File: src/rtl/alu_seq_pkg.sv
// alu_seq_pkg: op codes, FSM states, ALU selects and sizing helpers (ALU_SEQ_EQ_EN enables CMP)
package alu_seq_pkg;
    localparam logic [2:0] OP_ADD = 3'd0;
    localparam logic [2:0] OP_SUB = 3'd1;
    localparam logic [2:0] OP_AND = 3'd2;
    localparam logic [2:0] OP_OR  = 3'd3;
    localparam logic [2:0] OP_XOR = 3'd4;
    localparam logic [2:0] OP_CMP = 3'd5;
    localparam logic [3:0] S_ADD = 4'b1001;
    localparam logic [3:0] S_SUB = 4'b0110;
    localparam logic [3:0] S_AND = 4'b1011;
    localparam logic [3:0] S_OR  = 4'b1110;
    localparam logic [3:0] S_XOR = 4'b0110;
    typedef enum logic [1:0] {IDLE, RUN, DONE} state_t;
    function automatic int nib(input int width);
        return width / 4;
    endfunction
    function automatic logic op_legal(input logic [2:0] op);
`ifdef ALU_SEQ_EQ_EN
        return op <= OP_CMP;
`else
        return op <= OP_XOR;
`endif
    endfunction
endpackage

File: src/rtl/alu_seq_opmap.sv
// alu_seq_opmap: op -> ALU select, mode, first-nibble carry-in, chaining and legality (ALU_SEQ_EQ_EN adds CMP)
module alu_seq_opmap import alu_seq_pkg::*; (
    input  logic [2:0] op,
    output logic [3:0] alu_s,
    output logic       alu_m,
    output logic       ci0_n,
    output logic       chain_en,
    output logic       legal
);
    // decode op into the ALU control set; logic ops keep ci_n high and never chain
    always_comb begin
        alu_s    = 4'b0000;
        alu_m    = 1'b1;
        ci0_n    = 1'b1;
        chain_en = 1'b0;
        legal    = op_legal(op);
        case (op)
            OP_ADD: begin alu_s = S_ADD; alu_m = 1'b0; chain_en = 1'b1; end
            OP_SUB: begin alu_s = S_SUB; alu_m = 1'b0; chain_en = 1'b1; ci0_n = 1'b0; end
            OP_AND: alu_s = S_AND;
            OP_OR:  alu_s = S_OR;
            OP_XOR: alu_s = S_XOR;
`ifdef ALU_SEQ_EQ_EN
            OP_CMP: begin alu_s = S_SUB; alu_m = 1'b0; chain_en = 1'b1; end
`endif
            default: ;
        endcase
    end
endmodule

File: src/rtl/alu_nibble_sequencer.sv
// alu_nibble_sequencer: runs a WIDTH-bit op through a 4-bit 74181-style ALU one nibble per cycle (ALU_SEQ_EQ_EN enables CMP/eq)
module alu_nibble_sequencer import alu_seq_pkg::*; #(
    parameter int WIDTH = 16
) (
    input  logic             clk,
    input  logic             reset,
    input  logic             start,
    input  logic [2:0]       op,
    input  logic [WIDTH-1:0] op_a,
    input  logic [WIDTH-1:0] op_b,
    output logic             busy,
    output logic             done,
    output logic [WIDTH-1:0] result,
    output logic             carry,
    output logic             err,
    output logic             eq,
    output logic [3:0]       alu_a,
    output logic [3:0]       alu_b,
    output logic [3:0]       alu_s,
    output logic             alu_m,
    output logic             alu_ci_n,
    input  logic [3:0]       alu_y,
    input  logic             alu_co_n,
    input  logic             alu_aeqb
);
    localparam int NIB = nib(WIDTH);
    localparam int IW  = $clog2(NIB);
    state_t           state, state_nx;
    logic [2:0]       op_q;
    logic [WIDTH-1:0] a_q, b_q, acc;
    logic [IW-1:0]    idx;
    logic             cy, run, last, accept;
    logic [3:0]       m_s;
    logic             m_m, m_ci0_n, m_chain, m_legal;
    // in IDLE the map judges the incoming op; afterwards it drives the latched op
    alu_seq_opmap u_opmap (
        .op       (state == IDLE ? op : op_q),
        .alu_s    (m_s),
        .alu_m    (m_m),
        .ci0_n    (m_ci0_n),
        .chain_en (m_chain),
        .legal    (m_legal)
    );
    // next state, handshake and ALU pin drive; pins idle outside RUN
    always_comb begin
        run      = state == RUN;
        last     = idx == IW'(NIB - 1);
        accept   = state == IDLE && start;
        busy     = run;
        done     = state == DONE;
        state_nx = state == IDLE ? (start ? (m_legal ? RUN : DONE) : IDLE) :
                   run ? (last ? DONE : RUN) : IDLE;
        alu_a    = run ? a_q[4*idx +: 4] : 4'h0;
        alu_b    = run ? b_q[4*idx +: 4] : 4'h0;
        alu_s    = run ? m_s : 4'b0000;
        alu_m    = run ? m_m : 1'b1;
        alu_ci_n = run ? ((idx == '0 || !m_chain) ? m_ci0_n : ~cy) : 1'b1;
    end
`ifdef ALU_SEQ_EQ_EN
    logic eq_acc;
    // eq folds every nibble's A=B flag and publishes it with the final result
    always_ff @(posedge clk or posedge reset) begin
        if (reset) begin
            eq     <= 1'b0;
            eq_acc <= 1'b1;
        end else if (accept) begin
            eq_acc <= 1'b1;
            if (!m_legal) eq <= 1'b0;
        end else if (run) begin
            eq_acc <= eq_acc & alu_aeqb;
            if (last) eq <= op_q == OP_CMP && eq_acc && alu_aeqb;
        end
    end
`else
    logic unused_aeqb;
    assign unused_aeqb = alu_aeqb;
    assign eq = 1'b0;
`endif
    // state, operand capture, nibble accumulation and final result publication
    always_ff @(posedge clk or posedge reset) begin
        if (reset) begin
            state  <= IDLE;
            op_q   <= OP_ADD;
            a_q    <= '0;
            b_q    <= '0;
            acc    <= '0;
            idx    <= '0;
            cy     <= 1'b0;
            result <= '0;
            carry  <= 1'b0;
            err    <= 1'b0;
        end else begin
            state <= state_nx;
            if (accept && m_legal) begin
                op_q <= op;
                a_q  <= op_a;
                b_q  <= op_b;
                idx  <= '0;
            end else if (accept) begin
                result <= '0;
                carry  <= 1'b0;
                err    <= 1'b1;
            end
            if (run) begin
                acc[4*idx +: 4] <= alu_y;
                cy              <= ~alu_co_n;
                idx             <= idx + 1'b1;
                if (last) begin
                    result <= {alu_y, acc[WIDTH-5:0]};
                    carry  <= m_chain & ~alu_co_n;
                    err    <= 1'b0;
                end
            end
        end
    end
endmodule

File: config.mk
export PLATFORM = sky130hd
export DESIGN_NAME = alu_nibble_sequencer
export DESIGN_NICKNAME = d
export VERILOG_FILES = /design/src/rtl/alu_seq_pkg.sv /design/src/rtl/alu_seq_opmap.sv /design/src/rtl/alu_nibble_sequencer.sv
export SDC_FILE = /design/constraint.sdc
export NUM_CORES = 1
export LEC_CHECK = 0
export CORE_ASPECT_RATIO = 1.4
export CORE_MARGIN = 4
export CORE_UTILIZATION = 50
export CTS_BUF_LIST = sky130_fd_sc_hd__clkbuf_4 sky130_fd_sc_hd__clkbuf_8
export CTS_CLUSTER_SIZE = 16
export DETAILED_ROUTE_END_ITERATION = 7
export PLACE_DENSITY_LB_ADDON = 0.3
export SKIP_LAST_GASP = 1
export SLEW_MARGIN = 20
export SYNTH_ARGS = -nofsm -noshare
export SYNTH_HDL_FRONTEND = slang
export SYNTH_SLANG_ARGS = --single-unit
export TNS_END_PERCENT = 10
File: constraint.sdc
create_clock -name clk -period 4.3 [get_ports clk]
set_input_delay 0.645 -clock clk [delete_from_list [all_inputs] [get_ports clk]]
set_output_delay 0.645 -clock clk [all_outputs]
set_load 0.02 [all_outputs]
* Yosys cells after proc, flatten, opt, wreduce, memory -nomap -nowiden
Index checks and enable logic that the tools add are counted.
** Storage, ports and cells
- Output and inout port bits :: 35
- Bits of input ports :: 44
- Bits in registers :: 74
- Logic and storage cells :: 68
** Operators by class
- Shift operators :: 4
- $add $sub $neg :: 2
- Order comparisons :: 1
- Reduce and logical (&&, ||, !) cells :: 10
- Bitwise logic cells :: 3
- Multiplexer cells :: 31
- Equal/unequal tests :: 7
** Operators with widths (number)
- $mux W16 :: 4
- $neg A4 Y34 :: 1
- $shift A4 B34 Y16 const A :: 1
- $shiftx A4 B34 Y16 :: 1
- $shiftx A16 B5 Y4 :: 2
- $bwmux W16 :: 1
- $pmux W4 S4 :: 1
- $mux W1 :: 14
- $mux W2 :: 7
- $mux W4 :: 3
- $eq A3 B2 Y1 const B :: 2
- $eq A2 B2 Y1 const B :: 2
- $logic_not A2 Y1 :: 2
- $reduce_or A2 Y1 :: 2
- $eq A3 B1 Y1 const B :: 1
- $eq A3 B3 Y1 const B :: 1
- $le A3 B3 Y1 const B :: 1
- $logic_not A3 Y1 :: 1
- $mux W3 :: 1
- $add A2 B1 Y2 const B :: 1
- $eq A2 B1 Y1 const B :: 1
- $logic_and A1 B1 Y1 :: 2
- $not A1 Y1 :: 2
- $reduce_bool A2 Y1 :: 1
- other kinds (3) :: 3

* Longest topological paths before layout
Gate-level depths: netlist (run 1).
- Depth after elaboration :: 9
- Mapped depth :: 8

* Modules after synthesis
A second synthesis (run 1) with hierarchy kept.
** Unflattened totals
- Cells, all modules :: 221
- Area total of the unflattened synthesis :: 3126.7 sq um
** By module, submodules not included
- alu_nibble_sequencer :: times used 1, cells an instance 211, area an instance 3067.9 sq um, seq. area each 1751.7 sq um
- alu_seq_opmap :: times used 1, cells an instance 10, area an instance 58.8 sq um, seq. area each 0.0 sq um

* Worst setup path after synthesis (run 1)
OpenSTA, ideal clock, no wires.
- Path kind :: reg2out
- Start :: reg state[1]
- End :: out alu_ci_n
- Data required time :: 3.655 ns
- Arrival time :: 1.463 ns
- Setup slack :: 2.192 ns
- Cell stages (with the launch flop) :: 5
- Path buffers :: 1
- Cell sequence :: dfrtp_1 -> nand2b_1 -> buf_6 -> or3_4 -> a211o_1
** Between the ends
- Word-level cells in the longest chain between the ends :: 9
** RTL lines
- from (decl) :: RTL line alu_nibble_sequencer.sv:28 : state_t state, state_nx;
- from (signal assigned) :: RTL line alu_nibble_sequencer.sv:93 : state <= state_nx;
- $logic_not A2 Y1 :: RTL line alu_nibble_sequencer.sv:37 : .op (state == IDLE ? op : op_q),
- $mux W3 :: RTL line alu_nibble_sequencer.sv:37
- $eq A3 B1 Y1 or $logic_not A3 Y1 (tied branches) :: RTL line alu_seq_opmap.sv:17 : case (op)
- $reduce_or A2 Y1 (no source line)
- $mux W1 :: RTL line alu_seq_opmap.sv:17
- $logic_not A1 Y1 :: RTL line alu_nibble_sequencer.sv:57 : alu_ci_n = run ? ((idx == '0 || !m_chain) ? m_ci0_n : ~cy) : 1'b1;
- $logic_or A1 B1 Y1 :: RTL line alu_nibble_sequencer.sv:57
- $mux W1 :: RTL line alu_nibble_sequencer.sv:57
- $mux W1 * :: RTL line alu_nibble_sequencer.sv:57
- to (decl) :: RTL line alu_nibble_sequencer.sv:21 : output logic alu_ci_n,
Every way passes the cells marked *; elsewhere a longest branch is shown, timed or not.

* Worst setup path in the final report (run 1)
- Start :: reg idx[0]
- End :: out alu_ci_n
** Between the ends
- Word-level cells in the longest chain between the ends :: 4
** RTL lines
- from (decl) :: RTL line alu_nibble_sequencer.sv:31 : logic [IW-1:0] idx;
- from (signal assigned) :: RTL line alu_nibble_sequencer.sv:107 : idx <= idx + 1'b1;
- $logic_not A2 Y1 :: RTL line alu_nibble_sequencer.sv:57
- $logic_or A1 B1 Y1 :: RTL line alu_nibble_sequencer.sv:57
- $mux W1 (2 in a row) :: RTL line alu_nibble_sequencer.sv:57
No other way between the ends.

==> results by stage, run 1 <==
Power:
- The leakage power total is between 1.5 and 2 nW.
- In this run the power density over the cells is slightly above 700 nW/µm².
- VDD sags by at most 0.4270 mV.
- The total design power is around 3.0 mW.

Clock network:
- The CTS H-tree depth is 3.
- The post-CTS repair timing setup buffer count is 0.
- The number of buffers inserted for hold repair after clock tree synthesis is 0.
- The total clock buffers created by CTS is 9.
- After clock tree synthesis, the clock-pin slew on the worst setup and hold paths is ~0.070 ns.
- The clock net sink count is 70.
- The post-CTS resize count is 0.
- The clock tree from TritonCTS is done.
- The maximum buffer depth of the clock tree is 2.
- The clock latency on the worst-skew pair is around 0.34 ns.
- The buffer type at the clock tree root is sky130_fd_sc_hd__clkbuf_8.

Worst setup path:
- The longest individual stage delay on the worst path is approximately 0.8 ns.
- The depth of the most critical reg-to-reg path is 5.
- Data on the critical path is required at its endpoint by 3.65 ns.
- Setup slack on the worst reg-to-reg path comes out at 1.77 ns.
- The largest individual stage delay along the critical path comes from the cell sky130_fd_sc_hd__dfrtp_1.
- The signal on the critical path passes through inv_1, ha_1, nor2_1, a211o_1, clkdlybuf4s50_1.
- The biggest fanout along the worst timing path is 13.
- The origin of the critical flop-to-flop path is idx[0].
- In this run the critical register-to-register path is captured at acc[9].
- The critical path capture point type is an output port.
- For the worst setup path, the data arrival time is approximately 2.7 ns.
- STA classifies the critical path startpoint as a flop.
- The worst setup path is of the flop to output port kind.

Floorplanning:
- The horizontal die dimension is ~76 µm.
- The I/O pin count is 79.
- The die covers slightly below 8000 µm².
- The number of placement rows is 34.
- After floorplanning, the core was sized to cover 6296 µm².
- For this configuration, the core starts out at a cell density of 0.5213.
- The die is between 100 and 150 µm tall.

Drt:
- The wire length per cell after detailed routing is between 15 and 20 µm.
- For this run, design rule violations remaining after detail routing come to 0.
- After detailed routing, the total wire length is 6.471 mm.
- For this block, the via count after detailed routing is 2127.
- The first detailed-routing pass took 4 iterations.
- The first-iteration detailed-routing DRC count is between 100 and 150.
- The antenna violation net count after detailed routing is 0.
- Dividing the detail-routed via count by the number of cells gives about 5.6.

Final layout:
- The filler cells instantiated in the layout total ~470.
- The register cell area after layout is between 1500 and 2000 µm².
- In the final layout, the share of cells above drive strength 1 is 0.1710.
- The area growth from synthesis to final layout is 29.05%.
- Leaving out fill and tap cells, the most frequent cells in the layout are sky130_fd_sc_hd__clkdlybuf4s50_1, sky130_fd_sc_hd__dfrtp_1, sky130_fd_sc_hd__mux2_1, sky130_fd_sc_hd__nand2_1, sky130_fd_sc_hd__a22o_1.
- Once layout is done, the placed cells without fillers occupy roughly 4200 µm².
- The utilization of the core after routing is 0.6727.
- The number of diodes added for antenna fixing is 0.
- The footprint of the multi-input gates is about 1400 µm².
- The leading cell type in the layout, fill and taps excluded is sky130_fd_sc_hd__clkdlybuf4s50_1.
- The final layout net count is about 350.

Run:
- The number of violations of the max-capacitance limit is 0.

Global routing:
- Entering global routing, the biggest net connects 40 pins.
- The number of global-route vias before repair is about 2300.
- The number of antenna violations at the first check in global routing is 0.
- met2 is the most crowded layer.
- The wire length of the first global-routing pass is ~11 mm.
- For met3 alone, demand over resource in global routing was 0.04159.
- The total overflow reported by the global router is 0.
- For met2 alone, demand over resource in global routing was 0.3176.
- For this run, global-route usage on met1 was measured as 0.2036.
- Across every metal layer, demand over resource in global routing totals 0.1800.

STA:
- The sum of negative setup slack is 0 ns.
- Setup repair after global routing left no endpoint under its margin.
- The max-slew violation total from the final report is 0.
- The number of failing hold endpoints at the final stage is 0.
- The clock arrives with roughly 0.0080 ns of skew.
- Setup violations remaining at the end of the flow were counted as 0.
- The slew at the pin closest to its max-slew limit is a little under 0.8 ns.
- The fraction of the cycle the final worst path needs is 0.7658.
- Hold timing on the final database bottoms out at a slack of between 0.4 and 0.5 ns.
- The maximum frequency from static timing analysis is roughly 0.3 GHz.
- The worst pin sits at a relative slew slack of 0.4763.
- The worst path in the final design needs a cycle of 3.293 ns, including I/O delays and setup.

Synth:
- The area of the mapped netlist is between 3000 and 4000 µm².
- The Yosys warning count is 0.
- The gate count after technology mapping is around 230.
- The synthesized netlist net count is 280.
- Yosys mapped the design onto 45 distinct sky130hd cell types.
- The share of flip-flops with an asynchronous set or reset after synthesis is 1.000.
- The most used flip-flop cell after synthesis is sky130_fd_sc_hd__dfrtp_1.
- For this run, the register share of the synthesized area comes to 0.5337.
- Counting flops and latches in the post-synthesis netlist gives 70.
- Counting flops with a built-in enable in the synthesized netlist gives 0.
- The average instance area after synthesis is about 14 µm².

Placed design:
- The half-perimeter wire length after placement is 4.671 mm.
- The number of port buffers is 76.
- At the end of routability-driven placement, the weighted congestion stood at 0.7448.
- The post-place instance area is between 4000 and 5000 µm².

Status:
- The flow ran to the end, and the final reports show no timing, DRC or antenna violations.

Min path:
- Along the worst hold path, the cell count comes to 1.
- The startpoint of the worst hold path is acc[10].
- The path with the worst hold slack has its endpoint at result[10].
- The worst hold path belongs to the class flop to flop.
[where the power goes]
| group | internal, mW | leakage (nW) | switching [mW] |
|---|---|---|---|
| sequential | 0.942 | 0.885 | 0.224 |
| combinational | 0.680 | 0.813 | 0.578 |
| clock | 0.354 | 0.117 | 0.234 |
[Yosys cell counts, types with 2 or more instances]
cell                        instances  area [µm²]
sky130_fd_sc_hd__o2bb2ai_2         10       150.1
sky130_fd_sc_hd__nand2_1           18       67.56
sky130_fd_sc_hd__mux2i_1            2       20.02
sky130_fd_sc_hd__o2bb2ai_1          6       52.55
sky130_fd_sc_hd__ha_1               5       62.56
sky130_fd_sc_hd__mux4_2             8       180.2
sky130_fd_sc_hd__nor2_1             6       22.52
sky130_fd_sc_hd__dfrtp_1           70        1752
sky130_fd_sc_hd__and2_1             8       50.05
sky130_fd_sc_hd__buf_4              3       22.52
sky130_fd_sc_hd__mux2_2             6       67.56
sky130_fd_sc_hd__buf_2              2       10.01
sky130_fd_sc_hd__buf_6              6       67.56
sky130_fd_sc_hd__inv_1              5       18.77
sky130_fd_sc_hd__clkbuf_1           2       7.510
sky130_fd_sc_hd__mux2_1            28       315.3
sky130_fd_sc_hd__a22o_1            12       105.1
sky130_fd_sc_hd__o21ai_0            4       20.02
sky130_fd_sc_hd__nand3b_1           4       30.03
[metal layers]
metal	wire length [µm]	vias to the layer above
met5	0	-
met4	109	0
met3	339	9
met2	3431	60
met1	2591	1075
li1	-	983
[cell type report]
class / instances / area share
Inverter: 6 / 0.005908
Tap cell: 72 / 0.02127
Clock buffer: 12 / 0.03604
Timing Repair Buffer: 77 / 0.1814
Sequential cell: 70 / 0.4136
Clock inverter: 4 / 0.01654
Multi-Input combinational cell: 141 / 0.3253
[through the flow]
stage	worst slack, ns	std cells
global placement	1.360	366
finish	1.007	382
CTS	0.9553	382
floorplan	1.887	231
global route	0.7765	382
detailed placement	1.306	366
[worst max-delay path by stage]
stage	startpoint	to	slack [ns]	cells after the start
final	idx[0]	alu_ci_n	1.01	5
after detailed placement	idx[0]	alu_ci_n	1.31	5
after CTS	idx[0]	alu_ci_n	0.96	5
after floorplan	reset	a_q[0]	1.89	1
after global routing	idx[0]	alu_ci_n	0.78	5
after global placement	idx[0]	alu_ci_n	1.36	5
[worst max-delay path: cells and delay by family, from the launching register on]
kind / cells / cell delay [ns]
and+or+nand+nor: 1 / 0.14
adders and majority gates: 1 / 0.37
AOI/OAI and AO/OA: 1 / 0.10
DFF: 1 / 0.82
buffers and inverters: 2 / 0.88
[flip-flops by register name (all words and copies together), names as in the netlist]
| name | count |
|---|---|
| result | 16 |
| b_q | 16 |
| idx | 2 |
| a_q | 16 |
| carry | 1 |
| op_q | 3 |
| cy | 1 |
| err | 1 |
| state | 2 |
| acc | 12 |
[cell families (layout without fill, tap and decap cells)]
group / after synthesis / count (layout) / synth area share
AOI/OAI and AO/OA: 40 / 40 / 0.1228
xor gates and xnor gates: 1 / 1 / 0.002669
adders and majority gates: 5 / 5 / 0.01906
buffers and inverters: 20 / 99 / 0.04651
DFF: 70 / 70 / 0.5337
muxes: 44 / 44 / 0.1777
other: 1 / 1 / 0.001143
and+or+nand+nor: 50 / 50 / 0.09646
Note: power is estimated with default switching activity, not from simulation.
==> run 2, diff against run 1 <==
- clock period: 4.3 -> 3.15 ns (I/O delays scaled with it)
==> run 2 against run 1 <==
Sequential power up 36%. Clock-buffer cell count shrank 3. First-iteration DRC count down 6.4%. Worst setup slack got worse by 0.81 ns. Non-clock buffer count grew 3. Largest power group unchanged.
==> results by stage, run 2 (synthesis gave the netlist of run 1 again) <==
Status:
- The flow ran to the end, and the final reports show no timing, DRC or antenna violations.

Global routing:
- The wire length of the first global-routing pass is 11.32 mm (+0.43%).
- The number of global-route vias before repair was 2344 (+0.26%).
- The number of antenna violations at the first check in global routing was 0 (unchanged).
- The total routing resource utilization after global routing is 0.1822 (+0.002224).
- The total overflow reported by the global router was 0 (unchanged).
- The pin count of the biggest net entering global routing was 39 (-2.5%).

Worst setup path:
- The launching element of the worst setup path is idx[0].
- The startpoint identified for the worst register-to-register timing path is idx[0].
- The worst reg2reg path endpoint is acc[9].
- The critical path data required time came to 2.68 ns (-0.97 ns).
- STA classifies the critical path startpoint as a flop.
- The critical path capture point type is an output port.
- The depth of the most critical reg-to-reg path is 6 (+1).
- The critical path's slowest cell is sky130_fd_sc_hd__dfrtp_1.
- The biggest fanout along the worst timing path came to 13 (unchanged).
- The critical path goes through mux4_2, and2_1, clkdlybuf4s50_1.
- The critical path is of the flop to output port type.
- The worst-case register-to-register setup slack is 0.67 ns (-1.10 ns).
- The endpoint arrival time on the critical path is 2.48 ns (-0.17 ns).
- The longest individual stage delay on the worst path is 0.83 ns (about the same).

Power:
- The combinational share of power was 0.416 (-0.002).
- The part of the total power dissipated in sequential elements was 0.380 (-0.007).
- The switching power of the nets is 1.439 mW (+39%).
- The worst voltage drop across the vdd grid is 0.5768 mV (+35%).
- The power share of the clock group is 0.205 (+0.010).
- The power density over the cells is 980.1 nW/µm² (+38%).
- The total design power is 4.198 mW (+39%).
- The internal power consumption is 2.759 mW (+40%).
- The leakage power total came to 1.832 nW (+0.89%).
- The switching part of the total power is 0.3428 (-0.001125).

Placed design:
- The placer's final routability congestion estimate was 0.7368 (-1.1%).
- The half-perimeter wire length after placement is 4.834 mm (+3.5%).
- The placed instance count is 369 (+0.82%).
- The number of port buffers is 76 (unchanged).

Floorplanning:
- The starting density of the core is 0.5213 (unchanged).
- The area of the die is 7942 µm² (unchanged).
- The I/O pin count is 79 (unchanged).
- The die outline height is 103.9 µm (unchanged).
- The standard cell core area came to 6296 µm² (unchanged).
- The number of placement rows is 34 (unchanged).
- The horizontal die dimension is 76.47 µm (unchanged).

Clock network:
- The post-CTS resize count is 0 (unchanged).
- The CTS H-tree depth is 3 (unchanged).
- The clock net sink count came to 70 (unchanged).
- The CTS clock-pin slew for the worst setup and hold paths is 0.07 ns (about the same).
- The clock latency on the worst-skew pair is 0.34 ns (about the same).
- The number of buffers inserted for hold repair after clock tree synthesis was 0 (unchanged).
- TritonCTS built the clock tree.
- In this run the clock root is driven by a sky130_fd_sc_hd__clkbuf_8.
- The post-CTS repair timing setup buffer count is 0 (unchanged).
- The total clock buffers created by CTS is 9 (unchanged).
- The maximum buffer depth of the clock tree is 2 (unchanged).

STA:
- Setup repair after global routing left no endpoint under its margin.
- The post-route clock skew is 0.009412 ns (+0.001363 ns).
- The total setup violations reported at the end of the flow is 0 (unchanged).
- The slew at the pin closest to its max-slew limit is 0.8067 ns (+0.02238 ns).
- The relative slew slack is 0.4614 (-0.01494).
- The number of failing hold endpoints at the final stage is 0 (unchanged).
- In the finished design, the share of the clock period the worst path needs comes to 0.9368.
- The max-slew violation total from the final report is 0 (unchanged).
- After layout, the minimum clock period comes to a little under 3 ns.
- Timing would allow up to between 0.3 and 0.4 GHz.
- The sum of negative setup slack was 0 ns (unchanged).

Final layout:
- The number of diodes added for antenna fixing is 0 (unchanged).
- The utilization of the core after routing was 0.6802 (+0.007551).
- From synthesis to final layout, the design area changed by 30.50%.
- The leading cell type in the layout, fill and taps excluded is sky130_fd_sc_hd__clkdlybuf4s50_1.
- In the layout the commonest cells are sky130_fd_sc_hd__clkdlybuf4s50_1, sky130_fd_sc_hd__dfrtp_1, sky130_fd_sc_hd__mux2_1, sky130_fd_sc_hd__nand2_1, sky130_fd_sc_hd__a22o_1.
- The number of filler instances in the final layout is 464 (-1.1%).
- The final cell count without fillers came to 384 (+0.52%).
- The fraction of layout instances using a drive strength above 1 is 0.1763 (+0.005314).
- The final layout net count is 357 (+0.85%).
- In the final layout, the registers with the most flip-flops are a_q (16), b_q (16), result (16).

Drt:
- The wire length per cell after detailed routing is 17.35 µm (+2.4%).
- The DRC violation count after routing is 0 (unchanged).
- The post-detailed-route via-to-cell ratio came to 5.576 (+0.13%).
- The count of vias placed by the detailed router is 2141 (+0.66%).
- The number of detailed-routing iterations run before antenna repair is 4 (unchanged).
- The antenna violation net count after detailed routing is 0 (unchanged).
- The first-iteration detailed-routing DRC count came to 103 (-6.4%).
- The total wirelength of the detailed-routed design is 6.661 mm (+2.9%).

Min path:
- The min-delay analysis places its worst path in the category flop to flop.
- In this run the most critical hold path is launched from a_q[9].
- The hold path depth came to 1 (unchanged).
- The terminating pin of the worst hold path is a_q[9].

Run:
- The number of violations of the max-capacitance limit is 0 (unchanged).
[run 2: cell types whose count changed in the layout (fill, tap and decap cells not counted)]
cell                         previous run  this run
sky130_fd_sc_hd__clkbuf_8              10         9
sky130_fd_sc_hd__buf_12                 0         1
sky130_fd_sc_hd__clkinv_2               2         1
sky130_fd_sc_hd__buf_4                  1         3
sky130_fd_sc_hd__bufinv_16              2         3
sky130_fd_sc_hd__clkinv_4               0         1
sky130_fd_sc_hd__clkbuf_4               2         0
sky130_fd_sc_hd__clkinvlp_4             0         1
[run 2: worst max-delay path, delay by kind of cell (launching register included)]
kind | cells | cell delay, ns
buf+inv | 1 | 0.55
mux | 1 | 0.58
flops | 1 | 0.83
simple gates | 1 | 0.18
[run 2: layer usage]
| metal | share of wire | track usage |
|---|---|---|
| met5 | 0 | 0 |
| met2 | 0.55 | 0.3189 |
| met1 | 0.38 | 0.2024 |
| met3 | 0.055 | 0.06672 |
| met4 | 0.019 | 0.06347 |
[run 2: cell type report]
cell class                      count  area, µm²  share of cell area
Clock buffer                        9      123.9             0.02892
Inverter                            6      25.02            0.005843
Clock inverter                      6      111.4             0.02600
Tap cell                           72      90.09             0.02103
Multi-Input combinational cell    141       1378              0.3216
Timing Repair Buffer               80      803.3              0.1876
Sequential cell                    70       1752              0.4090
[run 2: power groups by stage]
stage	combinational, mW	sequential [mW]	clock [mW]
after floorplan	1.19	1.57	0
after global placement	1.72	1.59	0
after detailed placement	1.77	1.62	0
after CTS	1.77	1.60	0.873
after global routing	1.89	1.66	0.918
final	1.74	1.59	0.860
[run 2: metrics by stage]
stage	instance area [µm²]	setup slack, ns	hold slack, ns
3_5_place_dp	4048	0.5385	0.4799
2_1_floorplan	3282	0.9093	0.4499
4_1_cts	4283	0.1499	0.4959
5_1_grt	4283	0.04154	0.5006
3_3_place_gp	4048	0.5587	0.4637
6_report	4283	0.1990	0.4905
[run 2: how the worst max path moves through the flow]
| stage | slack (ns) | cells after the start | to |
|---|---|---|---|
| floorplan | 0.91 | 1 | a_q[0] |
| global placement | 0.56 | 3 | alu_b[3] |
| detailed placement | 0.54 | 3 | alu_b[3] |
| CTS | 0.15 | 3 | alu_b[3] |
| global route | 0.04 | 3 | alu_b[0] |
| finish | 0.20 | 3 | alu_b[0] |
==> run 3, diff against run 2 <==
- CORE_ASPECT_RATIO: 1.4 -> unset
- CTS_BUF_LIST: sky130_fd_sc_hd__clkbuf_4 sky130_fd_sc_hd__clkbuf_8 -> unset
==> run 3 against run 2 <==
Via count shrank 2.2%. Non-clock buffer count grew 1. Power shrank 3.1%. Critical path type unchanged.
==> results by stage, run 3 (synthesis gave the netlist of run 1 again) <==
Status:
- The flow ran to the end, and the final reports show no timing, DRC or antenna violations.

STA:
- The post-route clock skew is 0.01144 ns (+0.002024 ns).
- The worst hold slack was 0.4147 ns (-0.07579 ns).
- The total setup violations reported at the end of the flow was 0 (unchanged).
- The maximum frequency from static timing analysis was 0.3388 GHz (about the same).
- The max-slew violation total from the final report is 0 (unchanged).
- The number of failing hold endpoints at the final stage came to 0 (unchanged).
- The relative slew slack is 0.4977 (+0.03626).
- The final critical-path required period is 2.951 ns (+0.0005330 ns).
- The slew at the pin closest to its max-slew limit is 0.7535 ns (-0.05321 ns).
- The fraction of the cycle the final worst path needs is 0.9370 (about the same).
- The sum of negative setup slack is 0 ns (unchanged).
- Setup repair after global routing left no endpoint under its margin.

Global routing:
- The total routing resource utilization after global routing is 0.1782 (-0.004032).
- The pin count of the biggest net entering global routing was 37 (-5.1%).
- The total overflow reported by the global router is 0 (unchanged).
- The number of antenna violations at the first check in global routing is 0 (unchanged).
- The number of global-route vias before repair is 2195 (-6.4%).
- The wire length of the first global-routing pass is 10.69 mm (-5.5%).

Clock network:
- The post-CTS repair timing setup buffer count came to 0 (unchanged).
- The maximum buffer depth of the clock tree is 2 (unchanged).
- The post-CTS resize count was 0 (unchanged).
- The clock net sink count is 70 (unchanged).
- The number of buffers inserted for hold repair after clock tree synthesis is 0 (unchanged).
- The CTS H-tree depth is 3 (unchanged).
- The total clock buffers created by CTS is 9 (unchanged).
- The CTS clock-pin slew for the worst setup and hold paths was 0.08 ns (about the same).
- The clock latency on the worst-skew pair is 0.34 ns (about the same).
- The clock tree from TritonCTS is done.
- The buffer type at the clock tree root is sky130_fd_sc_hd__clkbuf_8.

Drt:
- The post-detailed-route via-to-cell ratio is 5.353 (-4.0%).
- The wire length per cell after detailed routing is 16.19 µm (-6.7%).
- The number of detailed-routing iterations run before antenna repair is 4 (unchanged).
- The DRC violation count after routing is 0 (unchanged).
- The first-iteration detailed-routing DRC count is 92 (-11%).
- The total wirelength of the detailed-routed design was 6.330 mm (-5.0%).
- The antenna violation net count after detailed routing is 0 (unchanged).
- The count of vias placed by the detailed router came to 2093 (-2.2%).

Floorplanning:
- The starting density of the core is 0.5168 (-0.004417).
- The horizontal die dimension is 89.02 µm (+16%).
- The standard cell core area was 6350 µm² (+0.85%).
- The area of the die came to 7924 µm² (-0.23%).
- The number of placement rows came to 29 (-15%).
- The I/O pin count was 79 (unchanged).
- The die outline height is 89.02 µm (-14%).

Worst setup path:
- The biggest fanout along the worst timing path is 13 (unchanged).
- The critical path is of the flop to output port type.
- The critical path capture point type is an output port.
- The sort of element at the start of the critical path is a flop.
- The critical path data required time was 2.68 ns (about the same).
- The endpoint arrival time on the critical path is 2.48 ns (about the same).
- The depth of the most critical reg-to-reg path is 6 (unchanged).

Final layout:
- The area of all placed cells without fillers was 4257 µm² (-0.61%).
- The area growth from synthesis to final layout is 29.70%.
- The number of filler instances in the final layout was 480 (+3.4%).
- The number of diodes added for antenna fixing is 0 (unchanged).
- The final cell count without fillers is 391 (+1.8%).
- The largest registers in the layout are a_q (16), b_q (16), result (16).
- The register cell area after layout is 1752 µm² (unchanged).
- The final layout net count was 358 (+0.28%).
- The fraction of layout instances using a drive strength above 1 is 0.1815 (+0.005247).
- The footprint of the multi-input gates is 1378 µm² (unchanged).
- In the layout the commonest cells are sky130_fd_sc_hd__clkdlybuf4s50_1, sky130_fd_sc_hd__dfrtp_1, sky130_fd_sc_hd__mux2_1, sky130_fd_sc_hd__nand2_1, sky130_fd_sc_hd__a22o_1.
- Leaving out fill and tap cells, the most frequent cell in the layout is sky130_fd_sc_hd__clkdlybuf4s50_1.

Placed design:
- The placed instance count is 375 (+1.6%).
- The placer's final routability congestion estimate came to 0.7647 (+3.8%).
- The half-perimeter wire length after placement is 4.556 mm (-5.7%).
- The number of port buffers is 76 (unchanged).
- The post-place instance area was 4049 µm² (about the same).

Power:
- The leakage power total is 1.812 nW (-1.1%).
- The worst voltage drop across the vdd grid is 0.5002 mV (-13%).
- The power density over the cells was 955.4 nW/µm² (-2.5%).

Min path:
- The type of the worst min-delay path is input pin to asynchronous set/reset pin.

Run:
- The number of violations of the max-capacitance limit was 0 (unchanged).
==> run 3: area by class of cell <==
cell class | count | area share
Tap cell | 77 | 0.02263
Inverter | 6 | 0.005879
Timing Repair Buffer | 81 | 0.1875
Clock buffer | 10 | 0.03233
Multi-Input combinational cell | 141 | 0.3236
Sequential cell | 70 | 0.4115
Clock inverter | 6 | 0.01646
==> run 3: final timing paths <==
path | slack (ns) | start | endpoint
worst min-delay path | 0.41 | reset | b_q[8]
min in group clk | 0.49 | a_q[10] | a_q[10]
worst max register to register | 0.66 | idx[0] | acc[10]
worst min register to register | 0.49 | a_q[10] | a_q[10]
worst max-delay path | 0.20 | idx[0] | alu_a[1]
max in group asynchronous | 2.06 | reset | acc[8]
==> run 3: through the flow <==
| stage | util | worst slack (ns) | power, mW |
|---|---|---|---|
| floorplan | - | 0.9093 | 2.756 |
| global placement | 0.6376 | 0.5546 | 3.315 |
| detailed placement | 0.6376 | 0.5324 | 3.367 |
| CTS | 0.6703 | 0.1530 | 4.106 |
| global route | 0.6703 | 0.01715 | 4.341 |
| finish | 0.6703 | 0.1985 | 4.067 |
==> run 3: power by group <==
part           internal, mW  total (mW)  switching, mW
sequential             1.29        1.59          0.308
clock                 0.391       0.740          0.349
combinational         0.951        1.73          0.783
==> run 3: critical path, stage by stage, from the launching register on <==
cell	delay (ns)
sky130_fd_sc_hd__dfrtp_1	0.84
sky130_fd_sc_hd__mux4_2	0.59
sky130_fd_sc_hd__and2_1	0.17
sky130_fd_sc_hd__clkdlybuf4s50_1	0.54
==> run 3: per-layer routing <==
| metal | GRT usage | up-vias | share of wire |
|---|---|---|---|
| met5 | 0 | - | 0 |
| met4 | 0.06766 | 0 | 0.0041 |
| met3 | 0.04516 | 4 | 0.052 |
| met2 | 0.2901 | 47 | 0.51 |
| met1 | 0.2311 | 1045 | 0.44 |
| li1 | - | 997 | - |
